$ cat config.mk
export PLATFORM = sky130hd
export DESIGN_NAME = reg_bus_master_flat
export DESIGN_NICKNAME = d
export VERILOG_FILES = /design/src/rtl/reg_bus_master_if.sv /design/src/rtl/reg_bus_master.sv /design/src/flat_wrapper.sv
export SDC_FILE = /design/constraint.sdc
export NUM_CORES = 1
export LEC_CHECK = 0
export CORE_MARGIN = 3
export CORE_UTILIZATION = 45
export CTS_CLUSTER_SIZE = 40
export DETAILED_ROUTE_END_ITERATION = 8
export PLACE_DENSITY = 0.85
export SYNTH_ARGS = -nofsm -noshare
export SYNTH_HDL_FRONTEND = slang
export SYNTH_SLANG_ARGS = --single-unit
export TNS_END_PERCENT = 50
$ cat constraint.sdc
create_clock -name clk -period 3.8 [get_ports clk]
set_input_delay 0.57 -clock clk [delete_from_list [all_inputs] [get_ports clk]]
set_output_delay 0.57 -clock clk [all_outputs]
set_load 0.02 [all_outputs]
$ cat src/rtl/reg_bus_master_if.sv
// Signal bundle between the core-side request/response port, the register-bus
// master and the register-block responder.
interface reg_bus_master_if;
    logic        req_valid;
    logic        req_ready;
    logic [31:0] req_addr;
    logic        req_we;
    logic [1:0]  req_size;
    logic        req_signed;
    logic [31:0] req_wdata;
    logic        rsp_valid;
    logic        rsp_ready;
    logic [31:0] rsp_rdata;
    logic        rsp_err;
    logic [3:0]  bus_addr;
    logic [3:0]  bus_wben;
    logic        bus_r_wn;
    logic [31:0] bus_wdata;
    logic [31:0] bus_rdata;

    modport master (
        input  req_valid, req_addr, req_we, req_size, req_signed, req_wdata,
        input  rsp_ready, bus_rdata,
        output req_ready, rsp_valid, rsp_rdata, rsp_err,
        output bus_addr, bus_wben, bus_r_wn, bus_wdata
    );

    modport slave (
        output req_valid, req_addr, req_we, req_size, req_signed, req_wdata,
        output rsp_ready, bus_rdata,
        input  req_ready, rsp_valid, rsp_rdata, rsp_err,
        input  bus_addr, bus_wben, bus_r_wn, bus_wdata
    );
endinterface

$ cat src/rtl/reg_bus_master.sv
// Turns one core load/store into a single register-bus transaction and
// returns lane-aligned, extended read data (or an error) on the response port.
module reg_bus_master #(
    parameter logic [31:0] BASE_ADDR = 32'h4000_0000,
    parameter int unsigned RD_LAT    = 1
) (
    input  logic              clk,
    input  logic              reset,
    reg_bus_master_if.master  bus
);

    typedef enum logic [1:0] {
        IDLE  = 2'd0,
        WRITE = 2'd1,
        READ  = 2'd2,
        RESP  = 2'd3
    } state_e;

    localparam logic [1:0] LAT_LAST = RD_LAT[1:0];

    state_e      state_q, state_d;
    logic [1:0]  cnt_q, cnt_d;
    logic [1:0]  off_q, off_d;
    logic [1:0]  size_q, size_d;
    logic        sgn_q, sgn_d;
    logic        req_ready_q, req_ready_d;
    logic        rsp_valid_q, rsp_valid_d;
    logic [31:0] rsp_rdata_q, rsp_rdata_d;
    logic        rsp_err_q, rsp_err_d;
    logic [3:0]  bus_addr_q, bus_addr_d;
    logic [3:0]  bus_wben_q, bus_wben_d;
    logic        bus_r_wn_q, bus_r_wn_d;
    logic [31:0] bus_wdata_q, bus_wdata_d;

    logic        in_win_s;
    logic        dec_err_s;

    function automatic logic [3:0] lane_wben(input logic [1:0] off, input logic [1:0] size);
        case (size)
            2'd0:    lane_wben = 4'b0001 << off;
            2'd1:    lane_wben = 4'b0011 << off;
            default: lane_wben = 4'b1111;
        endcase
    endfunction

    function automatic logic [31:0] lane_wdata(input logic [31:0] data, input logic [1:0] size);
        case (size)
            2'd0:    lane_wdata = {4{data[7:0]}};
            2'd1:    lane_wdata = {2{data[15:0]}};
            default: lane_wdata = data;
        endcase
    endfunction

    // The responder always returns the full word; pick the addressed lane and extend.
    function automatic logic [31:0] load_align(input logic [31:0] word, input logic [1:0] off,
                                               input logic [1:0] size, input logic sgn);
        logic [31:0] sh;
        sh = word >> {off, 3'b000};
        case (size)
            2'd0:    load_align = {{24{sgn & sh[7]}}, sh[7:0]};
            2'd1:    load_align = {{16{sgn & sh[15]}}, sh[15:0]};
            default: load_align = sh;
        endcase
    endfunction

    assign in_win_s  = (bus.req_addr[31:6] == BASE_ADDR[31:6]);
    assign dec_err_s = !in_win_s
                    || (bus.req_size == 2'd3)
                    || ((bus.req_size == 2'd1) && bus.req_addr[0])
                    || ((bus.req_size == 2'd2) && (bus.req_addr[1:0] != 2'd0));

    // Next-state and next-output logic; write strobes fall back to idle by default.
    always_comb begin
        state_d     = state_q;
        cnt_d       = cnt_q;
        off_d       = off_q;
        size_d      = size_q;
        sgn_d       = sgn_q;
        req_ready_d = req_ready_q;
        rsp_valid_d = rsp_valid_q;
        rsp_rdata_d = rsp_rdata_q;
        rsp_err_d   = rsp_err_q;
        bus_addr_d  = bus_addr_q;
        bus_wben_d  = 4'b0000;
        bus_r_wn_d  = 1'b1;
        bus_wdata_d = 32'd0;

        case (state_q)
            IDLE: begin
                if (bus.req_valid) begin
                    req_ready_d = 1'b0;
                    off_d       = bus.req_addr[1:0];
                    size_d      = bus.req_size;
                    sgn_d       = bus.req_signed;
                    if (dec_err_s) begin
                        state_d     = RESP;
                        rsp_valid_d = 1'b1;
                        rsp_err_d   = 1'b1;
                        rsp_rdata_d = 32'd0;
                    end else if (bus.req_we) begin
                        state_d     = WRITE;
                        bus_addr_d  = bus.req_addr[5:2];
                        bus_r_wn_d  = 1'b0;
                        bus_wben_d  = lane_wben(bus.req_addr[1:0], bus.req_size);
                        bus_wdata_d = lane_wdata(bus.req_wdata, bus.req_size);
                    end else begin
                        state_d    = READ;
                        bus_addr_d = bus.req_addr[5:2];
                        cnt_d      = 2'd0;
                    end
                end else begin
                    state_d = IDLE;
                end
            end
            WRITE: begin
                state_d     = RESP;
                rsp_valid_d = 1'b1;
                rsp_err_d   = 1'b0;
                rsp_rdata_d = 32'd0;
            end
            READ: begin
                if (cnt_q == LAT_LAST) begin
                    state_d     = RESP;
                    cnt_d       = 2'd0;
                    rsp_valid_d = 1'b1;
                    rsp_err_d   = 1'b0;
                    rsp_rdata_d = load_align(bus.bus_rdata, off_q, size_q, sgn_q);
                end else begin
                    cnt_d = cnt_q + 2'd1;
                end
            end
            RESP: begin
                if (bus.rsp_ready) begin
                    state_d     = IDLE;
                    req_ready_d = 1'b1;
                    rsp_valid_d = 1'b0;
                    rsp_err_d   = 1'b0;
                    rsp_rdata_d = 32'd0;
                end else begin
                    state_d = RESP;
                end
            end
            default: begin
                state_d     = IDLE;
                req_ready_d = 1'b1;
                rsp_valid_d = 1'b0;
                rsp_err_d   = 1'b0;
                rsp_rdata_d = 32'd0;
            end
        endcase
    end

    // State and output registers with synchronous reset.
    always_ff @(posedge clk) begin
        if (reset) begin
            state_q     <= IDLE;
            cnt_q       <= 2'd0;
            off_q       <= 2'd0;
            size_q      <= 2'd0;
            sgn_q       <= 1'b0;
            req_ready_q <= 1'b1;
            rsp_valid_q <= 1'b0;
            rsp_rdata_q <= 32'd0;
            rsp_err_q   <= 1'b0;
            bus_addr_q  <= 4'd0;
            bus_wben_q  <= 4'b0000;
            bus_r_wn_q  <= 1'b1;
            bus_wdata_q <= 32'd0;
        end else begin
            state_q     <= state_d;
            cnt_q       <= cnt_d;
            off_q       <= off_d;
            size_q      <= size_d;
            sgn_q       <= sgn_d;
            req_ready_q <= req_ready_d;
            rsp_valid_q <= rsp_valid_d;
            rsp_rdata_q <= rsp_rdata_d;
            rsp_err_q   <= rsp_err_d;
            bus_addr_q  <= bus_addr_d;
            bus_wben_q  <= bus_wben_d;
            bus_r_wn_q  <= bus_r_wn_d;
            bus_wdata_q <= bus_wdata_d;
        end
    end

    assign bus.req_ready = req_ready_q;
    assign bus.rsp_valid = rsp_valid_q;
    assign bus.rsp_rdata = rsp_rdata_q;
    assign bus.rsp_err   = rsp_err_q;
    assign bus.bus_addr  = bus_addr_q;
    assign bus.bus_wben  = bus_wben_q;
    assign bus.bus_r_wn  = bus_r_wn_q;
    assign bus.bus_wdata = bus_wdata_q;

endmodule

$ cat src/flat_wrapper.sv
// flat-port wrapper written by rule: the top's interface ports become plain ports
module reg_bus_master_flat 
#(
    parameter logic [31:0] BASE_ADDR = 32'h4000_0000,
    parameter int unsigned RD_LAT    = 1
)
  (clk, reset, bus_req_valid, bus_req_addr, bus_req_we, bus_req_size, bus_req_signed, bus_req_wdata, bus_rsp_ready, bus_bus_rdata, bus_req_ready, bus_rsp_valid, bus_rsp_rdata, bus_rsp_err, bus_bus_addr, bus_bus_wben, bus_bus_r_wn, bus_bus_wdata);
  reg_bus_master_if bus_i ();
  input  logic clk;
  input  logic reset;
  input wire logic [$bits(bus_i.req_valid)-1:0] bus_req_valid;
  input wire logic [$bits(bus_i.req_addr)-1:0] bus_req_addr;
  input wire logic [$bits(bus_i.req_we)-1:0] bus_req_we;
  input wire logic [$bits(bus_i.req_size)-1:0] bus_req_size;
  input wire logic [$bits(bus_i.req_signed)-1:0] bus_req_signed;
  input wire logic [$bits(bus_i.req_wdata)-1:0] bus_req_wdata;
  input wire logic [$bits(bus_i.rsp_ready)-1:0] bus_rsp_ready;
  input wire logic [$bits(bus_i.bus_rdata)-1:0] bus_bus_rdata;
  output wire logic [$bits(bus_i.req_ready)-1:0] bus_req_ready;
  output wire logic [$bits(bus_i.rsp_valid)-1:0] bus_rsp_valid;
  output wire logic [$bits(bus_i.rsp_rdata)-1:0] bus_rsp_rdata;
  output wire logic [$bits(bus_i.rsp_err)-1:0] bus_rsp_err;
  output wire logic [$bits(bus_i.bus_addr)-1:0] bus_bus_addr;
  output wire logic [$bits(bus_i.bus_wben)-1:0] bus_bus_wben;
  output wire logic [$bits(bus_i.bus_r_wn)-1:0] bus_bus_r_wn;
  output wire logic [$bits(bus_i.bus_wdata)-1:0] bus_bus_wdata;
  assign bus_i.req_valid = bus_req_valid;
  assign bus_i.req_addr = bus_req_addr;
  assign bus_i.req_we = bus_req_we;
  assign bus_i.req_size = bus_req_size;
  assign bus_i.req_signed = bus_req_signed;
  assign bus_i.req_wdata = bus_req_wdata;
  assign bus_i.rsp_ready = bus_rsp_ready;
  assign bus_i.bus_rdata = bus_bus_rdata;
  assign bus_req_ready = bus_i.req_ready;
  assign bus_rsp_valid = bus_i.rsp_valid;
  assign bus_rsp_rdata = bus_i.rsp_rdata;
  assign bus_rsp_err = bus_i.rsp_err;
  assign bus_bus_addr = bus_i.bus_addr;
  assign bus_bus_wben = bus_i.bus_wben;
  assign bus_bus_r_wn = bus_i.bus_r_wn;
  assign bus_bus_wdata = bus_i.bus_wdata;
  reg_bus_master #(.BASE_ADDR(BASE_ADDR), .RD_LAT(RD_LAT)) u_core (.clk(clk), .reset(reset), .bus(bus_i));
endmodule
==> flow_metrics.env, run 1 <==
export IMPL_numCtsBuffers=9
export IMPL_place_hpwl_mm=9.180
export IMPL_ys_top_cells_by_count="dfxtp_1 (85), nand2_1 (71), mux2i_1 (63)"
export IMPL_utilization=0.6965
export IMPL_holdPathEnd="u_core.bus.rsp_rdata[8]$_SDFFE_PP0P_"
export IMPL_skew_ns=0.01245
export IMPL_cts_sinks=85
export IMPL_ff2ff_path_depth=6
export IMPL_start_util=0.4656
export IMPL_placedCellCount=714
export IMPL_clkLatencyLatePin_ns=0.35
export IMPL_num_rows=34
export IMPL_drive_gt1_frac=0.09646
export IMPL_yosysWarnings=0
export IMPL_fmaxAchievable_mhz=365.4
export IMPL_max_stage_delay_ns=0.55
export IMPL_pin_count=180
export IMPL_async_flop_share=0
export IMPL_endpoint_kind="flip-flop"
export IMPL_grt_total_usage=0.2255
export IMPL_grt_pass1_vias=3790
export IMPL_cts_tree="done"
export IMPL_clk_path_buf_depth=2
export IMPL_syn_inst=449
export IMPL_grt_pass1_wl_mm=18.62
export IMPL_finalMaxSlewViolations=0
export IMPL_pwr_share_seq=0.401
export IMPL_power_leakage_nw=2.283
export IMPL_holdPathStages=2
export IMPL_ant_nets=0
export IMPL_synthFlopType="dfxtp_1"
export IMPL_post_cts_buffers=0
export IMPL_fp_coreArea_um2=8806
export IMPL_clkSlewWorstSetupHoldPaths_ns=0.10
export IMPL_wl_mm=11.76
export IMPL_yosys_top_cells_area="dfxtp_1 (42%), mux2i_1 (15%), nand2_1 (6.5%)"
export IMPL_p_sw_frac=0.3409
export IMPL_r2r_start="u_core.state_q[0]$_SDFFE_PP0P_"
export IMPL_critPathTopFamily="buffers and inverters"
export IMPL_layout_cells_non_filler=730
export IMPL_antenna_found_initial=0
export IMPL_port_buffer_count=179
export IMPL_hold_class="reg -> reg"
export IMPL_fin_tns_setup_ns=0
export IMPL_htree_num_levels=3
export IMPL_yosys_cell_types_count=40
export IMPL_synth_seq_cells=85
export IMPL_p_int_w=0.001634
export IMPL_grt_ovfl_total=0
export IMPL_syn_avg_cell_area_um2=9.132
export IMPL_crit_path_cell_trace="clkdlybuf4s50_1 > a211oi_2 > nand4_2 > nor3_4 > a21o_2 > buf_4 > mux2i_1"
export IMPL_worst_slew_pin_slew_ns=0.7818
export IMPL_nNetsFinal=724
export IMPL_cts_root_buffer="clkbuf_8"
export IMPL_clkPwrFrac=0.257
export IMPL_min_delay_start="u_core.bus.rsp_rdata[8]$_SDFFE_PP0P_"
export IMPL_synth_largest_area_cell="dfxtp_1"
export IMPL_max_cap_viol_count=0
export IMPL_slew_headroom=0.4788
export IMPL_yosysSeqAreaShare=0.4150
export IMPL_holdWs_ns=0.4613
export IMPL_via_count=3765
export IMPL_synth_edf_count=0
export IMPL_r2r_slack_ns=1.58
export IMPL_p_comb_frac=0.342
export IMPL_startpoint_type="primary input"
export IMPL_antenna_cells=0
export IMPL_die_h_um=101.5
export IMPL_path_buf_inv=2
export IMPL_dr_pass1_iters=4
export IMPL_period_minus_slack_ns=2.737
export IMPL_post_cts_resized=0
export IMPL_crit_arrival_ns=3.01
export IMPL_status="complete, no violations"
export IMPL_holdBufCountCts=0
export IMPL_wl_per_cell_um=16.11
export IMPL_finalHoldViolations=0
export IMPL_drt_iter0_drc=123
export IMPL_gp_congestion=0.8670
export IMPL_via_per_inst=5.158
export IMPL_drc_errors=0
export IMPL_synth_top_area_frac=0.4150
export IMPL_synth_nets=556
export IMPL_switchingPower_w=0.0008449
export IMPL_die_w_um=101.5
export IMPL_period_share=0.7203
export IMPL_yosysMostFrequentCell="dfxtp_1"
export IMPL_synth_area_um2=4100
export IMPL_area_growth_pct=49.59
export IMPL_rsz0062_at_grt="false"
export IMPL_criticalPathCategory="in -> reg"
export IMPL_p_total_w=0.002479
export IMPL_crit_slowest_cell="clkdlybuf4s50_1"
export IMPL_regToRegEndpoint="u_core.bus.bus_wben[2]$_SDFF_PP0_"
export IMPL_dieArea_um2=10290
export IMPL_grt_max_degree=39
export IMPL_cellPowerDensity_nw_per_um2=404.1
export IMPL_vdd_drop_max_mv=0.3777
export IMPL_required_ns=4.08
export IMPL_path_max_fanout=18
export IMPL_setup_viol=0
-- power by group through the flow --
stage,sequential (W),combinational (W),clock [W]
global placement,0.00101,0.000824,0
floorplan,0.00106,0.000520,0
detailed placement,0.00101,0.000840,0
CTS,0.000994,0.000846,0.000643
global route,0.00100,0.000918,0.000681
finish,0.000994,0.000848,0.000637
-- through the flow --
| stage | area, µm² | worst slack, ns |
|---|---|---|
| 2_1_floorplan | 4100 | 1.742 |
| 5_1_grt | 6133 | 0.9115 |
| 6_report | 6133 | 1.063 |
| 4_1_cts | 6133 | 1.057 |
| 3_5_place_dp | 5933 | 0.6994 |
| 3_3_place_gp | 5933 | 0.8427 |
-- flip-flops by register name, summed over array words and instances (netlist names) --
register,count
u_core.size_q,2
u_core.bus.req_ready,1
u_core.bus.bus_wdata,32
u_core.bus.bus_addr,4
u_core.bus.rsp_rdata,32
u_core.bus.bus_r_wn,1
u_core.state_q,2
u_core.bus.rsp_err,1
u_core.cnt_q,2
u_core.sgn_q,1
u_core.bus.bus_wben,4
u_core.off_q,2
u_core.bus.rsp_valid,1
-- worst max-delay path by stage --
| stage | to | start | cells past startpoint |
|---|---|---|---|
| 2_1_floorplan | u_core.bus.rsp_valid$_SDFFE_PP0P_ | bus_req_size[0] | 7 |
| 3_3_place_gp | u_core.bus.rsp_rdata[16]$_SDFFE_PP0P_ | bus_req_size[1] | 7 |
| 3_5_place_dp | u_core.bus.rsp_rdata[27]$_SDFFE_PP0P_ | bus_req_size[1] | 7 |
| 4_1_cts | u_core.bus.rsp_rdata[10]$_SDFFE_PP0P_ | bus_req_size[1] | 7 |
| 5_1_grt | u_core.bus.rsp_rdata[10]$_SDFFE_PP0P_ | bus_req_size[1] | 7 |
| 6_report | u_core.bus.rsp_rdata[27]$_SDFFE_PP0P_ | bus_req_size[1] | 7 |
-- layer usage --
layer,track usage,part of all wire,vias up
li1,-,-,1899
met1,0.2823,0.42,1732
met2,0.3858,0.50,108
met3,0.03719,0.044,26
met4,0.09100,0.033,0
met5,0,0,-
-- cells by family after synthesis --
logic type / share of synthesized area
and+or+nand+nor: 0.1968
AOI/OAI and AO/OA: 0.1276
DFF: 0.4150
muxes: 0.2032
buffers and inverters: 0.04608
adders and majority gates: 0.009156
xor gates and xnor gates: 0.002136
-- cell usage in the layout (no fill, tap or decap), types with 2 or more instances in the layout --
| cell | n |
|---|---|
| clkdlybuf4s50_1 | 179 |
| dfxtp_1 | 85 |
| nand2_1 | 71 |
| mux2i_1 | 63 |
| a21oi_1 | 50 |
| nor2_1 | 36 |
| o21ai_0 | 21 |
| mux2_2 | 18 |
| and2_1 | 11 |
| clkbuf_8 | 9 |
| buf_4 | 9 |
| o211ai_1 | 8 |
| nor2b_1 | 7 |
| inv_1 | 6 |
| nand2b_1 | 5 |
| nand3_1 | 3 |
| nor4_4 | 3 |
| nand3b_1 | 3 |
| nor4_2 | 3 |
| o221a_2 | 3 |
| ha_1 | 3 |
| inv_8 | 3 |
| nor3_4 | 2 |
| o2111a_1 | 2 |
| clkinv_4 | 2 |
-- tightest hold or removal path, stage by stage (launching register included) --
cell	delay [ns]
dfxtp_1	0.32
nand2_1	0.05
mux2i_1	0.05
-- cell type report --
type                            count  area [µm²]
Clock buffer                        9       123.9
Clock inverter                      7       76.32
Fill cell                         687        2673
Inverter                            7       26.28
Multi-Input combinational cell    326        2211
Sequential cell                    85        1702
Tap cell                          108       135.1
Timing Repair Buffer              188        1859
No activity file was read; power rests on OpenSTA's default activity.
==> run 2, diff against run 1 <==
--- a/config.mk
+++ b/config.mk
@@ -6,10 +6,10 @@
 export NUM_CORES = 1
 export LEC_CHECK = 0
 export CORE_MARGIN = 3
-export CORE_UTILIZATION = 45
+export CORE_UTILIZATION = 38
 export CTS_CLUSTER_SIZE = 40
 export DETAILED_ROUTE_END_ITERATION = 8
-export PLACE_DENSITY = 0.85
+export PLACE_DENSITY = 0.76
 export SYNTH_ARGS = -nofsm -noshare
 export SYNTH_HDL_FRONTEND = slang
 export SYNTH_SLANG_ARGS = --single-unit
==> constraint.sdc (replaced) <==
create_clock -name clk -period 2.4 [get_ports clk]
set_input_delay 0.36 -clock clk [delete_from_list [all_inputs] [get_ports clk]]
set_output_delay 0.36 -clock clk [all_outputs]
set_load 0.02 [all_outputs]
==> run 2 against run 1 <==
Via count grew 2.0%. Global-route usage shrank 2.1 points. Highest routed layer unchanged. Die area grew 17%. Cell area grew 2.8%. Register-to-register slack lost 1.2 ns. Cell count grew 5.3%. First-iteration DRC count grew 16%. Sequential share of layout area shrank 0.74 points. Clock power grew 84%.
==> flow_metrics.env, run 2 (synthesis results as in run 1) <==
export IMPL_num_rows=37
export IMPL_skew_ns=0.01605
export IMPL_grt_ovfl_total=0
export IMPL_post_cts_resized=0
export IMPL_nNetsFinal=735
export IMPL_drc_errors=0
export IMPL_dr_pass1_iters=4
export IMPL_finalHoldViolations=0
export IMPL_fillCellCount=900
export IMPL_cellPowerDensity_nw_per_um2=662.2
export IMPL_max_cap_viol_count=0
export IMPL_ant_nets=0
export IMPL_cts_sinks=85
export IMPL_holdBufCountCts=0
export IMPL_clkSlewWorstSetupHoldPaths_ns=0.09
export IMPL_port_buffer_count=179
export IMPL_area_growth_pct=53.71
export IMPL_clkLatencyLatePin_ns=0.37
export IMPL_fin_tns_setup_ns=0
export IMPL_post_cts_buffers=0
export IMPL_layout_cells_non_filler=769
export IMPL_path_max_fanout=10
export IMPL_slew_headroom=0.5940
export IMPL_final_cell_mix="clkdlybuf4s50_1 (179), dfxtp_1 (85), nand2_1 (71)"
export IMPL_rsz0062_at_grt="false"
export IMPL_status="complete, no violations"
export IMPL_drive_gt1_frac=0.1122
export IMPL_grt_pass1_wl_mm=19.38
export IMPL_htree_num_levels=3
export IMPL_place_hpwl_mm=9.710
export IMPL_fp_coreArea_um2=10420
export IMPL_grt_pass1_vias=3769
export IMPL_grt_total_usage=0.2047
export IMPL_via_count=3840
export IMPL_clk_path_buf_depth=2
export IMPL_setup_viol=0
export IMPL_wl_per_cell_um=16.21
export IMPL_grt_max_degree=36
export IMPL_gp_congestion=0.8918
export IMPL_power_leakage_nw=2.358
export IMPL_placedCellCount=753
export IMPL_endpoint_kind="flip-flop"
export IMPL_start_util=0.3936
export IMPL_die_w_um=109.9
export IMPL_fmaxAchievable_mhz=492.0
export IMPL_drt_iter0_drc=143
export IMPL_utilization=0.6050
export IMPL_vdd_drop_max_mv=0.4800
export IMPL_r2r_start="u_core.state_q[0]$_SDFFE_PP0P_"
export IMPL_startpoint_type="flip-flop"
export IMPL_min_delay_start="u_core.bus.rsp_rdata[15]$_SDFFE_PP0P_"
export IMPL_regToRegEndpoint="u_core.bus.bus_wben[2]$_SDFF_PP0_"
export IMPL_multi_input_area_um2=2211
export IMPL_numCtsBuffers=9
export IMPL_period_minus_slack_ns=2.032
export IMPL_crit_path_cell_trace="inv_1 > ha_1 > and2_1 > nand3_1 > or4_1 > a21oi_1"
export IMPL_required_ns=2.69
export IMPL_worst_slew_pin_slew_ns=0.6067
export IMPL_antenna_cells=0
export IMPL_layout_commonest_cell="clkdlybuf4s50_1"
export IMPL_dieArea_um2=12070
export IMPL_max_stage_delay_ns=0.74
export IMPL_final_seq_area_um2=1702
export IMPL_antenna_found_initial=0
export IMPL_die_h_um=109.9
export IMPL_holdPathEnd="u_core.bus.rsp_rdata[15]$_SDFFE_PP0P_"
export IMPL_pin_count=180
export IMPL_cts_tree="done"
export IMPL_r2r_slack_ns=0.37
export IMPL_cts_root_buffer="clkbuf_8"
export IMPL_crit_slowest_cell="or4_1"
export IMPL_via_per_inst=4.993
export IMPL_criticalPathCategory="reg -> reg"
export IMPL_finalMaxSlewViolations=0
export IMPL_wl_mm=12.47
export IMPL_ff2ff_path_depth=6
export IMPL_holdPathStages=2
export IMPL_period_share=0.8468
export IMPL_hold_class="reg -> reg"
export IMPL_crit_arrival_ns=2.32
## run 2: cell types whose count changed in the layout (fill, tap and decap cells not counted), moves of 2 or more
cell / delta
buf_4: +9
bufinv_16: +2
inv_8: -2
buf_12: +2
## run 2: worst max path at each step
| stage | from | end |
|---|---|---|
| floorplan | bus_req_size[0] | u_core.bus.rsp_valid$_SDFFE_PP0P_ |
| global route | u_core.state_q[0]$_SDFFE_PP0P_ | u_core.bus.bus_wben[2]$_SDFF_PP0_ |
| finish | u_core.state_q[0]$_SDFFE_PP0P_ | u_core.bus.bus_wben[2]$_SDFF_PP0_ |
| CTS | u_core.state_q[0]$_SDFFE_PP0P_ | u_core.bus.bus_wben[2]$_SDFF_PP0_ |
| global placement | bus_req_addr[29] | u_core.bus.bus_wdata[3]$_SDFF_PP0_ |
| detailed placement | bus_req_addr[25] | u_core.bus.bus_wdata[1]$_SDFF_PP0_ |
## run 2: critical path, delay by kind of cell, from the launching register on
family	cells	cell delay, ns
simple gates	3	1.02
flops	1	0.34
fa+ha+maj	1	0.32
compound gates	1	0.20
buf+inv	1	0.08
## run 2: report_power, final
group / internal, W / total [W] / switching, W
combinational: 0.000730 / 0.00142 / 0.000692
clock: 0.000601 / 0.00117 / 0.000568
sequential: 0.00151 / 0.00158 / 0.0000741
## run 2: metal layers
metal  wire (µm)  part of all wire  GRT usage  up-vias
li1            -                 -          -     1914
met1        5215              0.42     0.2533     1810
met2        6446              0.52     0.3549       97
met3         575             0.046    0.03758       19
met4         228             0.018    0.07124        0
met5           0                 0          0        -
## run 2: cell type report
cell class	instances	share of cell area
clock inverters	7	0.01628
inverters	7	0.004169
well taps	136	0.02700
repair buffers	199	0.3121
flip-flops and latches	85	0.2700
clock buffers	9	0.01965
multi-input cells	326	0.3508
## run 2: through the flow
| stage | power [W] | cell area [µm²] | setup WS (ns) | hold WS (ns) |
|---|---|---|---|---|
| after global placement | 0.003001 | 6076 | 0.05544 | 0.4448 |
| final | 0.004174 | 6302 | 0.3676 | 0.4622 |
| after detailed placement | 0.003032 | 6076 | 0.0007050 | 0.4549 |
| after CTS | 0.004192 | 6302 | 0.3726 | 0.4655 |
| after global routing | 0.004368 | 6302 | 0.1519 | 0.4832 |
| after floorplan | 0.002502 | 4100 | 0.5524 | 0.4462 |
